`src/rtl/icache_pkg.sv`:
```
// -----------------------------------------------------------------------------
// icache_pkg
//   Shared definitions for the instruction-cache refill sequencer:
//   - state_t      : refill FSM states (PF_* are only reached when the
//                    ICACHE_PREFETCH_EN macro is defined)
//   - LINE_BYTES   : bytes per cache line
//   - OFFSET_BITS  : byte-offset bits inside a line
//   - line_align() : clears the line-offset bits of a byte address
// -----------------------------------------------------------------------------
package icache_pkg;

  localparam int LINE_BYTES  = 16;
  localparam int OFFSET_BITS = $clog2(LINE_BYTES);

  typedef enum logic [2:0] {
    IDLE    = 3'd0,
    REQ     = 3'd1,
    FILL    = 3'd2,
    RECHECK = 3'd3,
    PF_REQ  = 3'd4,
    PF_FILL = 3'd5
  } state_t;

  // Operates on a wide container so callers of any address width up to 64
  // bits can cast in and out.
  function automatic logic [63:0] line_align(input logic [63:0] addr);
    return {addr[63:OFFSET_BITS], {OFFSET_BITS{1'b0}}};
  endfunction

endpackage

```
`src/rtl/icache_refill_ctrl_sat_counter.sv`:
```
// -----------------------------------------------------------------------------
// sat_counter
//   Up-counter that sticks at all-ones instead of wrapping.
// Ports
//   clk    in   rising-edge clock
//   resetn in   asynchronous active-low reset (count -> 0)
//   inc    in   add one this cycle (ignored once saturated)
//   count  out  current count, CNT_W bits
// -----------------------------------------------------------------------------
module sat_counter
  import icache_pkg::*;
#(
  parameter int CNT_W = 16
) (
  input  logic             clk,
  input  logic             resetn,
  input  logic             inc,
  output logic [CNT_W-1:0] count
);

  logic [CNT_W-1:0] count_reg;

  always_ff @(posedge clk or negedge resetn) begin
    if (!resetn) begin
      count_reg <= '0;
    end else if (inc && (count_reg != {CNT_W{1'b1}})) begin
      count_reg <= count_reg + 1'b1;
    end
  end

  assign count = count_reg;

endmodule

```
`src/rtl/icache_refill_ctrl.sv`:
```
// -----------------------------------------------------------------------------
// icache_refill_ctrl
//   Miss/refill sequencer for the instruction cache. Detects a fetch miss,
//   stalls the fetch stage, reads the whole line from instruction memory over
//   a req/ack handshake, writes it into the cache array, then gives the cache
//   tags one cycle to settle before the fetch is re-evaluated.
//
// Optional feature (macro ICACHE_PREFETCH_EN):
//   After each demand fill, one next-line prefetch is issued (PF_REQ/PF_FILL).
//   Fetch is only stalled during the prefetch if it misses itself; such a miss
//   waits for the prefetch fill and then goes through RECHECK. Prefetch fills
//   are not counted. Without the macro FILL always proceeds to RECHECK.
//
// Ports
//   clk         in   rising-edge clock
//   resetn      in   asynchronous active-low reset
//   fetch_valid in   fetch stage presents fetch_addr
//   fetch_addr  in   fetch byte address (ADDR_W)
//   cache_hit   in   same-cycle hit flag for fetch_addr
//   stall       out  hold the fetch stage
//   mem_req     out  line read request
//   mem_addr    out  line-aligned request address (ADDR_W)
//   mem_ack     in   mem_rdata valid this cycle
//   mem_rdata   in   returned line (LINE_W)
//   fill_we     out  one-cycle cache-array write strobe
//   fill_addr   out  line-aligned fill address (ADDR_W)
//   fill_data   out  line to write (LINE_W)
//   refill_cnt  out  completed demand refills, saturating (CNT_W)
// -----------------------------------------------------------------------------
module icache_refill_ctrl
  import icache_pkg::*;
#(
  parameter int ADDR_W = 32,
  parameter int LINE_W = 128,
  parameter int CNT_W  = 16
) (
  input  logic              clk,
  input  logic              resetn,
  input  logic              fetch_valid,
  input  logic [ADDR_W-1:0] fetch_addr,
  input  logic              cache_hit,
  output logic              stall,
  output logic              mem_req,
  output logic [ADDR_W-1:0] mem_addr,
  input  logic              mem_ack,
  input  logic [LINE_W-1:0] mem_rdata,
  output logic              fill_we,
  output logic [ADDR_W-1:0] fill_addr,
  output logic [LINE_W-1:0] fill_data,
  output logic [CNT_W-1:0]  refill_cnt
);

  state_t            state_reg;
  state_t            state_next;
  logic [ADDR_W-1:0] addr_reg;
  logic [LINE_W-1:0] line_reg;
  logic              miss;
  logic              demand_fill;

  assign miss = fetch_valid & ~cache_hit;

  // ---------------------------------------------------------------------------
  // State register
  // ---------------------------------------------------------------------------
  always_ff @(posedge clk or negedge resetn) begin
    if (!resetn) begin
      state_reg <= IDLE;
    end else begin
      state_reg <= state_next;
    end
  end

  // ---------------------------------------------------------------------------
  // Next-state logic
  // ---------------------------------------------------------------------------
  always_comb begin
    state_next = state_reg;
    case (state_reg)
      IDLE:    if (miss) state_next = REQ;
      REQ:     if (mem_ack) state_next = FILL;
`ifdef ICACHE_PREFETCH_EN
      FILL:    state_next = PF_REQ;
      PF_REQ:  if (mem_ack) state_next = PF_FILL;
      // A fetch that missed while the prefetch was in flight still needs the
      // tag-settle cycle; otherwise return straight to IDLE.
      PF_FILL: state_next = miss ? RECHECK : IDLE;
`else
      FILL:    state_next = RECHECK;
`endif
      RECHECK: state_next = IDLE;
      default: state_next = IDLE;
    endcase
  end

  // ---------------------------------------------------------------------------
  // Outputs
  // ---------------------------------------------------------------------------
  always_comb begin
    stall   = 1'b0;
    mem_req = 1'b0;
    fill_we = 1'b0;
    case (state_reg)
      IDLE:    stall = miss;
      REQ: begin
        stall   = 1'b1;
        mem_req = 1'b1;
      end
      FILL: begin
        stall   = 1'b1;
        fill_we = 1'b1;
      end
      RECHECK: stall = 1'b1;
`ifdef ICACHE_PREFETCH_EN
      // The prefetched line is speculative: only a real miss holds fetch.
      PF_REQ: begin
        stall   = miss;
        mem_req = 1'b1;
      end
      PF_FILL: begin
        stall   = miss;
        fill_we = 1'b1;
      end
`endif
      default: begin
        stall   = 1'b0;
        mem_req = 1'b0;
        fill_we = 1'b0;
      end
    endcase
  end

  // ---------------------------------------------------------------------------
  // Address and line latches. The request address is captured once at miss
  // detection, so a redirect of fetch_addr mid-refill cannot disturb it.
  // ---------------------------------------------------------------------------
  always_ff @(posedge clk or negedge resetn) begin
    if (!resetn) begin
      addr_reg <= '0;
    end else if ((state_reg == IDLE) && miss) begin
      addr_reg <= ADDR_W'(line_align(64'(fetch_addr)));
`ifdef ICACHE_PREFETCH_EN
    end else if (state_reg == FILL) begin
      // Next line; the add wraps naturally at the top of the address space.
      addr_reg <= addr_reg + ADDR_W'(LINE_BYTES);
`endif
    end
  end

  always_ff @(posedge clk or negedge resetn) begin
    if (!resetn) begin
      line_reg <= '0;
    end else if (mem_ack && ((state_reg == REQ)
`ifdef ICACHE_PREFETCH_EN
                          || (state_reg == PF_REQ)
`endif
                          )) begin
      line_reg <= mem_rdata;
    end
  end

  assign mem_addr  = addr_reg;
  assign fill_addr = addr_reg;
  assign fill_data = line_reg;

  // Only demand fills are counted.
  assign demand_fill = (state_reg == FILL);

  sat_counter #(
    .CNT_W (CNT_W)
  ) u_refill_cnt (
    .clk    (clk),
    .resetn (resetn),
    .inc    (demand_fill),
    .count  (refill_cnt)
  );

endmodule

```
`config.mk`:
```
export PLATFORM = sky130hd
export DESIGN_NAME = icache_refill_ctrl
export DESIGN_NICKNAME = d
export VERILOG_FILES = /design/src/rtl/icache_pkg.sv /design/src/rtl/icache_refill_ctrl_sat_counter.sv /design/src/rtl/icache_refill_ctrl.sv
export SDC_FILE = /design/constraint.sdc
export NUM_CORES = 1
export LEC_CHECK = 0
export ABC_AREA = 1
export CAP_MARGIN = 0
export CORE_ASPECT_RATIO = 0.8
export CORE_MARGIN = 4
export CORE_UTILIZATION = 40
export DETAILED_ROUTE_END_ITERATION = 8
export PLACE_DENSITY = 0.78
export SLEW_MARGIN = 30
export SYNTH_ARGS = -nofsm -noshare
export SYNTH_HDL_FRONTEND = slang
export SYNTH_SLANG_ARGS = --single-unit
```
`constraint.sdc`:
```
create_clock -name clk -period 2.4 [get_ports clk]
set_input_delay 0.72 -clock clk [delete_from_list [all_inputs] [get_ports clk]]
set_output_delay 0.72 -clock clk [all_outputs]
set_load 0.01 [all_outputs]
```
==> results of run 1 <==
-- per-stage QoR --
stage | util (%) | cells | hold WS [ns] | TNS, ns | power [W]
after floorplan | - | 592 | 0.424 | 0 | 0.00814
after global placement | 62.3 | 1134 | 0.477 | -0.328 | 0.0119
after detailed placement | 62.3 | 1134 | 0.483 | -0.326 | 0.0121
after CTS | 65.8 | 1168 | 0.192 | -0.0105 | 0.0149
after global routing | 65.8 | 1169 | 0.209 | 0 | 0.0155
final | 65.8 | 1169 | 0.194 | 0 | 0.0147
-- critical path, stage by stage --
cell and delay [ns]:
clkdlybuf4s50_1 0.44, nor3_4 0.21, inv_2 0.05, nand2_1 0.05
buf_2 0.12
-- timing repair --
action	CTS	global route
hold buffers	0	0
gates cloned	0	0
endpoints found under the hold margin	0	0
pin swaps	0	1
setup endpoints to repair	3	1
gates resized for setup	7	3
setup buffers	2	1
-- final cells by class --
| type | count | share of cell area [%] |
|---|---|---|
| multi-input cells | 338 | 21.0 |
| well taps | 225 | 2.44 |
| repair buffers | 377 | 33.0 |
| clock buffers | 18 | 3.81 |
| flip-flops and latches | 174 | 37.7 |
| inverters | 23 | 0.748 |
| clock inverters | 14 | 1.25 |
-- cells by family after synthesis --
| logic type | synth area share [%] |
|---|---|
| simple gates | 10.5 |
| flops | 60.1 |
| mux | 19.9 |
| buf+inv | 7.05 |
| xor+xnor | 1.09 |
| compound gates | 0.501 |
| fa+ha+maj | 0.863 |
| other cells | 0.0518 |
-- cell usage in the layout (no fill, tap or decap), drive strengths merged --
cell / netlist / layout
clkdlybuf4s50: 0 / 359
dfrtp: 174 / 174
nand2: 143 / 143
mux2: 128 / 128
inv: 23 / 29
nor2: 23 / 23
clkbuf: 1 / 18
buf: 56 / 16
nand3: 11 / 11
xnor2: 9 / 9
conb: 1 / 8
clkinv: 0 / 8
ha: 5 / 5
o21ai: 3 / 3
nand4: 3 / 3
dlygate4sd2: 0 / 2
nor3: 2 / 2
o21a: 1 / 1
o21bai: 1 / 1
o22ai: 1 / 1
-- how the worst max path moves through the flow --
stage | startpoint | endpoint | slack (ns) | depth (start not counted)
floorplan | cache_hit | stall | 0.32 | 5
global placement | cache_hit | stall | -0.33 | 5
detailed placement | cache_hit | stall | -0.33 | 5
CTS | cache_hit | stall | -0.01 | 5
global route | fetch_valid | stall | 0.05 | 6
finish | cache_hit | stall | 0.08 | 5
-- per-layer routing --
metal	track usage, %	wire length [um]	vias to the layer above
met1	23.9	8090	2594
met2	34.5	10800	222
met5	0	0	-
li1	-	-	2562
met4	6.57	457	0
met3	7.53	1900	26
-- power groups by stage --
stage	registers (W)	logic (W)	clock network, W
after global placement	0.00511	0.00683	0
after global routing	0.00530	0.00736	0.00288
after detailed placement	0.00518	0.00694	0
after CTS	0.00513	0.00701	0.00276
final	0.00512	0.00689	0.00269
after floorplan	0.00575	0.00239	0
==> metrics.txt, run 1 <==
status=finished clean; Worst setup EP type=output pin; Post-Syn Area=7250 sq um; Hold Path Class=primary input to asynchronous set/reset pin; H-tree depth=4; dpl ws=-0.326 ns; clock share of power=18.3%; Final min period=2.32 ns; cell row count=43; vias=5404; Syn. warnings=0; initial antenna violation count=0; RSZ-0062 raised after global routing=no; Register Area=4350 sq um; die area=20300 sq um; antenna viol nets, final=0; core box area=17500 sq um; switch share=32.4%; ys async rst share=100%; prevailing post-synth register cell=dfrtp_1; Worst Path Arrival=1.60 ns; flops & latches, synth=174; synth top area cells=dfrtp_1, mux2_2, nand2_1, buf_4, xnor2_1; largest net degree at the start of global routing=51; Placed Area=10900 sq um; r2r startpoint=state_reg[1]$_DFFE_PN0P_; cell count after synthesis=585; Fmax=431 MHz; Root Buffer=clkbuf_16; register area share after synthesis=60.1%; starting density of the core=41.3%; IO Pins=376; synth cell count leaders=dfrtp_1, nand2_1, mux2_2; max-cap violations=0; Pint=0.00994 W; P_leak=5.01 nW; Clk pin slew, worst setup/hold paths=0.07 ns; CTS tree=built; Cell variety after synth=25; Setup Crit Path Kind=primary input to output pin; final RePlAce weighted congestion=0.793; worst-path maximum fanout=2; drt pass-1 iters=4; worst r2r path cells=8; Synth top area share=60.1%; Worst setup SP type=primary input; Iteration-0 DRC Markers=269; design area=11500 sq um; total track usage=20.3%; critical path data required time=1.68 ns; vias in the first global route=5510; Area Overhead vs Synth=59.3%; syn_area_per_cell=12.4 sq um; final hold viol count=0; ratio of cells with drive above 1 in the final layout=20.9%; chip height=128 um; R2R Path End=state_reg[0]$_DFFE_PN0P_; Post-Route Skew=0.0144 ns; Die Width=158 um; clk buf depth=2; Remaining DRCs=0; Setup-failing EPs final=0; area of the multi-input gates=2430 sq um; Clock Latency Late Sink=0.43 ns; total length of routed wires=21.3 mm; Flop pwr share=34.8%; power density over the cells=1270 nW/um^2; count leader, synth=dfrtp_1; P_sw=0.00476 W; fin worst setup slack=0.0791 ns; Final Cycle Share=96.7%; CTS Buf Count=17; ant diodes=0; grt ovf=0; Final nets=1101; clock sinks=174; post-DR vias/cell=4.62; Fillers=1367; max FFs per register=128; Final Max Slew Viols=0; cell taking the most area after synthesis=dfrtp_1; worst ir drop on vdd=671 uV; hpwl dp=16.6 mm; Comb pwr share=46.9%; Post-synth EDFFs=0; first-pass GRT wire length=31.4 mm; routed length per instance=18.2 um; number of port buffers=363; R2R setup slack=0.49 ns
No activity file was read; power rests on OpenSTA's default activity.
==> inputs of run 2 (changes only) <==
--- a/config.mk
+++ b/config.mk
@@ -7,11 +7,10 @@
 export LEC_CHECK = 0
 export ABC_AREA = 1
 export CAP_MARGIN = 0
-export CORE_ASPECT_RATIO = 0.8
-export CORE_MARGIN = 4
-export CORE_UTILIZATION = 40
+export CORE_AREA = 2 2 146 148
 export DETAILED_ROUTE_END_ITERATION = 8
-export PLACE_DENSITY = 0.78
+export DIE_AREA = 0 0 148 150
+export PLACE_DENSITY = 0.7
 export SLEW_MARGIN = 30
 export SYNTH_ARGS = -nofsm -noshare
 export SYNTH_HDL_FRONTEND = slang
==> run 2 against run 1 <==
Register-to-register slack gained 0.10 ns; fmax grew 2.8%; cell area grew 0.38%; global-route usage shrank 2.3 points; critical path type is now flip-flop to output pin; clock-buffer cell count is the same.
==> metrics.txt, run 2 (synthesis results as in run 1) <==
final hold viol count=0 (unchanged); Root Buffer=clkbuf_16; clock sinks=174 (unchanged); max-cap violations=0 (unchanged); grt ovf=0 (unchanged); vias=5462 (+1.1%); Worst setup EP type=output pin; antenna viol nets, final=0 (unchanged); Area Overhead vs Synth=59.9%; dpl ws=-0.361 ns (-0.0350 ns); Pint=0.00993 W (-0.14%); post-DR vias/cell=4.48 (-3.0%); Iteration-0 DRC Markers=151 (-44%); CTS tree=built; RSZ-0062 raised after global routing=no; total track usage=18.0% (-2.3 points); fin worst setup slack=0.143 ns (+0.0640 ns); final RePlAce weighted congestion=0.838 (+5.7%); Setup-failing EPs final=0 (unchanged); clk buf depth=2 (unchanged); critical path data required time=1.68 ns (about the same); r2r startpoint=state_reg[1]$_DFFE_PN0P_; clock share of power=18.5% (+0.2 points); starting density of the core=35.0% (-6.3 points); max FFs per register=128 (unchanged); largest net degree at the start of global routing=65 (+27%); R2R Path End=state_reg[1]$_DFFE_PN0P_; Post-Route Skew=0.0142 ns (-0.000195 ns); chip height=150 um (+17%); Final Max Slew Viols=0 (unchanged); IO Pins=376 (unchanged); Fmax=443 MHz (+2.8%); cell row count=53 (+23%); worst-path maximum fanout=3 (+1); total length of routed wires=20.4 mm (-4.4%); H-tree depth=4 (unchanged); core box area=20700 sq um (+18%); Comb pwr share=46.2% (-0.7 points); design area=11600 sq um (+0.38%); routed length per instance=16.7 um (-8.2%); switch share=32.1% (-0.24 points); Design Power=0.0146 W (-0.48%); die area=22200 sq um (+9.1%); CTS Buf Count=17 (unchanged); Final nets=1100 (-0.091%); number of port buffers=363 (unchanged); Flop pwr share=35.3% (+0.5 points); P_leak=5.01 nW (about the same); Final Cycle Share=94.0% (-2.7 points); commonest non-fill, non-tap cell in the layout=clkdlybuf4s50_1; vias in the first global route=5424 (-1.6%); most frequent cells in the layout=clkdlybuf4s50_1, dfrtp_1, nand2_1; first-pass GRT wire length=30.5 mm (-3.1%); Hold Path Class=primary input to asynchronous set/reset pin; Remaining DRCs=0 (unchanged); Worst setup SP type=flip-flop; power density over the cells=1260 nW/um^2 (-0.86%); Critical path origin=state_reg[0]$_DFFE_PN0P_; Die Width=148 um (-6.6%); initial antenna violation count=0 (unchanged); Worst Path Arrival=1.54 ns (-0.06 ns); Placed Area=11000 sq um (+0.46%); P_sw=0.00470 W (-1.2%); worst r2r path cells=9 (+1); final cell count without fillers=1218 (+4.2%); R2R setup slack=0.59 ns (+0.10 ns); hpwl dp=15.5 mm (-6.6%); worst ir drop on vdd=575 uV (-14%); Setup Crit Path Kind=flip-flop to output pin; Clock Latency Late Sink=0.43 ns (about the same); Clk pin slew, worst setup/hold paths=0.07 ns (about the same); dpl cells=1184 (+4.4%); ratio of cells with drive above 1 in the final layout=20.9% (+0.022 points); Final min period=2.26 ns (-0.0640 ns); Fillers=1773 (+30%); ant diodes=0 (unchanged); drt pass-1 iters=4 (unchanged); status=finished clean
[run 2: cell count changes in the layout (fill, tap and decap cells not counted), sizes merged]
| cell | previous run | this run |
|---|---|---|
| dlygate4sd2 | 2 | 3 |
| inv | 29 | 30 |
| buf | 16 | 15 |
| dlymetal6s2s | 0 | 1 |
| clkinv | 8 | 7 |
| clkdlybuf4s50 | 359 | 357 |
[run 2: layout make-up]
type	instances	area [sq um]	area share [%]
clock buffer	18	439	3.79
clock inverter	14	144	1.24
inverter	23	86.3	0.745
multi-input combinational	338	2430	21.0
sequential	174	4350	37.6
tap	275	344	2.97
timing repair buffer	376	3790	32.7
[run 2: timing repair]
action	CTS	global route
pin swaps	1	1
resized for setup	10	3
buffers inserted	1	1
hold buffers	0	0
setup endpoints to repair	3	1
gates cloned	0	0
[run 2: layer usage]
| layer | part of all wire, % | GRT usage (%) | vias up |
|---|---|---|---|
| met2 | 52 | 31.7 | 220 |
| met1 | 39 | 21.0 | 2650 |
| li1 | - | - | 2571 |
| met3 | 7.3 | 5.46 | 21 |
| met5 | 0 | 0 | - |
| met4 | 1.5 | 5.86 | 0 |
[run 2: critical path, cell delays in order (launching register included)]
cell	delay, ns
dfrtp_1	0.40
buf_4	0.15
ha_1	0.24
dlygate4sd2_1	0.31
[run 2: worst max path at each step]
stage / endpoint / cells after the start
2_1_floorplan: stall / 5
3_3_place_gp: stall / 5
3_5_place_dp: stall / 5
4_1_cts: stall / 6
5_1_grt: mem_req / 3
6_report: mem_req / 3
[run 2: power groups by stage]
stage          Combinational (W)  Sequential [W]  Clock (W)
2_1_floorplan            0.00239         0.00575          0
3_3_place_gp             0.00678         0.00515          0
3_5_place_dp             0.00683         0.00522          0
4_1_cts                  0.00687         0.00517    0.00281
5_1_grt                  0.00721         0.00534    0.00292
6_report                 0.00676         0.00516    0.00270
[run 2: stage by stage]
step                      util, %  hold WS, ns  setup TNS, ns
after global routing         56.0        0.196              0
final                        56.0        0.188              0
after CTS                    55.9        0.187              0
after floorplan                 -        0.424              0
after global placement       53.1        0.485         -0.323
after detailed placement     53.1        0.490         -0.361
